### src/rtl/wb_pipe_stage.sv
// MEM->WB pipeline register with load alignment/extension and a saturating
// retire counter. Load data is aligned from the captured fields, so there is one cycle of latency.
module wb_pipe_stage #(
  parameter int DATA_W       = 32,
  parameter int REG_AW       = 5,
  parameter int CNT_W        = 16,
  parameter int ZERO_DISCARD = 1
) (
  input  logic              clk,
  input  logic              rst,
  input  logic              valid_m,
  input  logic              reg_write_m,
  input  logic              mem_to_reg_m,
  input  logic [DATA_W-1:0] alu_out_m,
  input  logic [DATA_W-1:0] read_data_m,
  input  logic [REG_AW-1:0] write_reg_m,
  input  logic [1:0]        load_size_m,
  input  logic              load_signed_m,
  input  logic              stall_w,
  input  logic              flush_w,
  output logic              ready_m,
  output logic              valid_w,
  output logic              reg_write_w,
  output logic [REG_AW-1:0] write_reg_w,
  output logic [DATA_W-1:0] result_w,
  output logic [CNT_W-1:0]  retired_w
);
  localparam int OFF_W = $clog2(DATA_W / 8);

  logic              valid_q, reg_write_q, mem_to_reg_q, load_signed_q;
  logic [DATA_W-1:0] alu_q, rdata_q;
  logic [REG_AW-1:0] wreg_q;
  logic [1:0]        lsize_q;
  logic [CNT_W-1:0]  retired_q, retired_d;

  logic              qual_m, accept;
  logic [OFF_W-1:0]  off, off_al;
  logic [DATA_W-1:0] shifted, load_ext;

  assign ready_m = !stall_w;
  assign accept  = !stall_w && !flush_w;
  assign qual_m  = valid_m && reg_write_m &&
                   !((ZERO_DISCARD != 0) && (write_reg_m == '0));

  always_comb begin
    retired_d = retired_q;
    if (accept && qual_m && !(&retired_q)) retired_d = retired_q + 1'b1;
  end

  // Halfword/word offsets are forced to natural alignment before the shift.
  always_comb begin
    off    = alu_q[OFF_W-1:0];
    off_al = off;
    case (lsize_q)
      2'b01:   off_al = off & ~OFF_W'(1);
      2'b10:   off_al = off & ~OFF_W'(3);
      default: off_al = off;
    endcase
    shifted  = rdata_q >> {off_al, 3'b000};
    load_ext = rdata_q;
    case (lsize_q)
      2'b00: begin
        load_ext       = {DATA_W{load_signed_q & shifted[7]}};
        load_ext[7:0]  = shifted[7:0];
      end
      2'b01: begin
        load_ext       = {DATA_W{load_signed_q & shifted[15]}};
        load_ext[15:0] = shifted[15:0];
      end
      2'b10: begin
        load_ext       = {DATA_W{load_signed_q & shifted[31]}};
        load_ext[31:0] = shifted[31:0];
      end
      default: load_ext = rdata_q;
    endcase
  end

  always_ff @(posedge clk or posedge rst) begin
    if (rst) begin
      valid_q       <= 1'b0;
      reg_write_q   <= 1'b0;
      mem_to_reg_q  <= 1'b0;
      load_signed_q <= 1'b0;
      alu_q         <= '0;
      rdata_q       <= '0;
      wreg_q        <= '0;
      lsize_q       <= '0;
      retired_q     <= '0;
    end else if (flush_w) begin
      valid_q <= 1'b0;
    end else if (!stall_w) begin
      valid_q       <= valid_m;
      reg_write_q   <= reg_write_m;
      mem_to_reg_q  <= mem_to_reg_m;
      load_signed_q <= load_signed_m;
      alu_q         <= alu_out_m;
      rdata_q       <= read_data_m;
      wreg_q        <= write_reg_m;
      lsize_q       <= load_size_m;
      retired_q     <= retired_d;
    end
  end

  assign valid_w     = valid_q;
  assign reg_write_w = valid_q && reg_write_q &&
                       !((ZERO_DISCARD != 0) && (wreg_q == '0));
  assign write_reg_w = wreg_q;
  assign result_w    = mem_to_reg_q ? load_ext : alu_q;
  assign retired_w   = retired_q;
endmodule

### config.mk
export PLATFORM = sky130hd
export DESIGN_NAME = wb_pipe_stage
export DESIGN_NICKNAME = d
export VERILOG_FILES = /design/src/rtl/wb_pipe_stage.sv
export SDC_FILE = /design/constraint.sdc
export NUM_CORES = 1
export LEC_CHECK = 0
export ABC_AREA = 1
export CAP_MARGIN = 20
export CORE_ASPECT_RATIO = 0.9
export CORE_MARGIN = 2
export CORE_UTILIZATION = 45
export DETAILED_ROUTE_END_ITERATION = 6
export PLACE_DENSITY = 0.8
export REMOVE_ABC_BUFFERS = 1
export SLEW_MARGIN = 20
export SYNTH_ARGS = -nofsm -noshare
export SYNTH_HDL_FRONTEND = slang
export SYNTH_SLANG_ARGS = --single-unit
### constraint.sdc
create_clock -name clk -period 7.4 [get_ports clk]
set_input_delay 0.74 -clock clk [delete_from_list [all_inputs] [get_ports clk]]
set_output_delay 0.74 -clock clk [all_outputs]
set_load 0.01 [all_outputs]
==> run_results.csv <==
group,metric,value,unit
timing,finalWorstSetupSlack,3.29,ns
synthesis,yosysTopAreaCell,"dfrtp_1",
clock_tree,root_buffer,"clkbuf_16",
pwr,powerDensity,241,mW/mm2
worst_setup_path,endpoint_kind,"primary output",
place,place.gp.congestion,0.890,
detailed_routing,drtIter0Drc,310,
clock_tree,ctsHoldBuffers,0,
floorplanning,core,0.0114,mm2
detailed_routing,drc,0,
hold_path,hold_path.class,"reg2reg",
synthesis,synth_top_area_share,43.4,%
timing,setup-violations-final,0,
detailed_routing,via_per_inst,5.09,
worst_setup_path,crit_arrival,3.37,ns
worst_setup_path,worstPathRequired,6.66,ns
grt,antenna_found_initial,0,
floorplanning,start_util,46.0,%
final_layout,nets,940,
timing,slew_headroom,32.4,%
grt,grt_max_degree,61,
timing,final.min_clock_period,4.11,ns
clock_tree,numCtsBuffers,9,
timing,timing.fmax,243,MHz
worst_setup_path,reg2regPathDepth,8,
synthesis,ys_seq_elements,91,
place,io_buffers,134,
detailed_routing,avgRoutedWirePerCell,14.3,um
synthesis,synth-simple-area-share,31.9,%
timing,finalSetupTns,0,ns
worst_setup_path,crit_family,"simple AND/OR/NAND/NOR gates",
synthesis,synthDistinctLibCells,31,
clock_tree,cts_resized,0,
synthesis,synth_flop_cell,"dfrtp_1",
pwr,p_leak,0.00338,uW
timing,worstMarginPinSlew,1.01,ns
final_layout,syn_to_final_growth,32.8,%
floorplanning,die-area,0.0125,mm2
worst_setup_path,crit_fanout,24,
worst_setup_path,crit_path_cell_trace,"inv_1 -> ha_1 -> nand2_1 -> nand2_1 -> nand3_1 -> nand3_2 -> nand2_1 -> o21ai_1 -> nand2_1 -> clkdlybuf4s50_1",
final_layout,diodes,0,
synthesis,synth.avg_cell_area,7.04,um2
place,hpwlAfterDp,10.1,mm
clock_tree,post_cts_buffers,0,
grt,grt_pass1_vias,4924,
worst_setup_path,cpMostUsedCell,"nand2_1",
synthesis,synth-xor-area-share,1.67,%
worst_setup_path,critPathSlowestCell,"nand2_1",
timing,post-route-period-util,55.6,%
synthesis,synth-edff-count,0,
pwr,peakVddDrop,0.169,mV
floorplanning,die_h,106,um
synthesis,ys_top_cells_by_area,"dfrtp_1, nand2_1, o21ai_0, nand3_1, a21oi_1",
clock_tree,cts_tree,"done",
synthesis,muxShareOfSynthArea,0,%
synthesis,netlist_instances,745,
synthesis,yosys_warnings,0,
detailed_routing,drt-total-wl,14.5,mm
run_status,status,"complete, no violations",
final_layout,drive_gt1_share,5.13,%
synthesis,yosys.cell_count.top_type,"nand2_1",
worst_setup_path,crit_path_max_incr_delay,0.60,ns
timing,slew_viol_final,0,
worst_setup_path,ff2ff_setup_slack,5.30,ns
timing,fin_skew,0.00310,ns
clock_tree,htreeDepth,3,
synthesis,synth_top_family_by_area,"simple AND/OR/NAND/NOR gates",
synthesis,ys_seq_area_share,43.4,%
timing,finalHoldViolCount,0,
grt,grt_pass1_wl,24.2,mm
final_layout,multiInputGateArea,0.00258,mm2
floorplanning,io_pins,135,
worst_setup_path,crit_type,"reg2out",
final_layout,post-route-util,61.1,%
final_layout,regArea,0.00228,mm2
place,pre_cts_ws,3.72,ns
floorplanning,die_w,118,um
synthesis,postSynth.asyncResetShare,100,%
clock_tree,insertion_delay,0.34,ns
synthesis,synth_common_cells,"nand2_1, dfrtp_1, inv_1, o21ai_0, nand3_1",
synthesis,synth_fa_ha_area_share,1.43,%
clock_tree,clockBufferDepth,2,
final_layout,fillerInstances,1088,
hold_path,hold_path_depth,2,
worst_setup_path,path_buf_inv,2,
synthesis,syn-cell-area,0.00524,mm2
clock_tree,clk_pin_slew,0.06,ns
pwr,power.total,1680,uW
timing,rsz0062_at_grt,"no",
synthesis,synth_compound_area_share,14.2,%
detailed_routing,antenna_left,0,
detailed_routing,vias,5163,
worst_setup_path,cp-start-kind,"flop",
grt,grt_use_total,24.0,%
run,maxCapViolCount,0,
clock_tree,numClockSinks,91,
detailed_routing,first_pass_iters,7,
worst_setup_path,critical_path_depth,10,
grt,grt.overflow.total,0,
floorplanning,rows,37,
==> logic make-up after synthesis <==
family | count (synthesis)
AOI/OAI and AO/OA | 131
and+or+nand+nor | 412
DFF | 91
buffers and inverters | 95
xor gates and xnor gates | 10
adders and majority gates | 6
==> power breakdown <==
| part | leakage [uW] | internal [uW] | switching (uW) |
|---|---|---|---|
| registers | 0.00113 | 567 | 61.1 |
| clock network | 0.000155 | 311 | 184 |
| logic | 0.00210 | 250 | 305 |
| total | 0.00338 | 1130 | 549 |
==> per-stage QoR <==
stage | hold WS [ns] | cells | cell area, um2
floorplan | 0.436 | 705 | 5060
global placement | 0.454 | 1000 | 6640
detailed placement | 0.459 | 1000 | 6640
CTS | 0.475 | 1014 | 6960
global route | 0.483 | 1014 | 6960
finish | 0.468 | 1014 | 6960
==> final timing paths <==
check                                         start                       end
min reg2reg                   alu_q[12]$_DFFE_PP0P_     alu_q[12]$_DFFE_PP0P_
max                          lsize_q[0]$_DFFE_PP0P_              result_w[20]
min                           alu_q[12]$_DFFE_PP0P_     alu_q[12]$_DFFE_PP0P_
max reg2reg                retired_w[1]$_DFFE_PP0P_  retired_w[4]$_DFFE_PP0P_
min in group asynchronous                       rst   reg_write_q$_DFFE_PP0P_
max in group asynchronous                       rst     alu_q[13]$_DFFE_PP0P_
==> cell type report <==
type / count / area share, %
Tap cell: 156 / 2.80
Multi-Input combinational cell: 559 / 37.1
Timing Repair Buffer: 139 / 19.8
Inverter: 55 / 3.00
Clock buffer: 12 / 3.69
Sequential cell: 91 / 32.7
Clock inverter: 2 / 0.863
==> sequential cells by signal (all words and copies together) (netlist names) <==
register and cells:
alu_q 32, load_signed_q 1, lsize_q 2, mem_to_reg_q 1, rdata_q 32, reg_write_q 1
retired_w 16, valid_w 1, write_reg_w 5
==> worst register-to-register path, cell delays in order (launching register included) <==
cell and delay [ns]:
dfrtp_1 0.42, ha_1 0.25, inv_1 0.09, nor2_1 0.27
nand4_1 0.16, nand2_1 0.34, inv_2 0.25, nand3b_1 0.15
nand2_1 0.05
==> cell usage in the layout, fill, tap and decap left out <==
cell type / n
a21oi_1: 40
a21oi_2: 1
a22o_1: 1
a22oi_1: 1
buf_4: 5
bufinv_16: 2
clkbuf_1: 1
clkbuf_16: 9
clkbuf_8: 2
clkdlybuf4s50_1: 134
clkinv_1: 2
dfrtp_1: 91
ha_1: 6
inv_1: 46
inv_2: 6
inv_4: 1
nand2_1: 326
nand2_4: 2
nand3_1: 42
nand3_2: 3
nand3_4: 1
nand3b_1: 1
nand4_1: 3
nor2_1: 27
nor2_4: 2
nor3_1: 5
o211ai_1: 14
o21ai_0: 43
o21ai_1: 20
o21ai_2: 10
o311ai_0: 1
xnor2_1: 4
xor2_1: 6
==> per-layer routing <==
metal	track usage [%]	wire, um
met1	30.8	6470
met2	40.6	6850
met3	6.60	1120
met4	5.51	120
met5	0	0
Power figures use the tool's default switching activity.
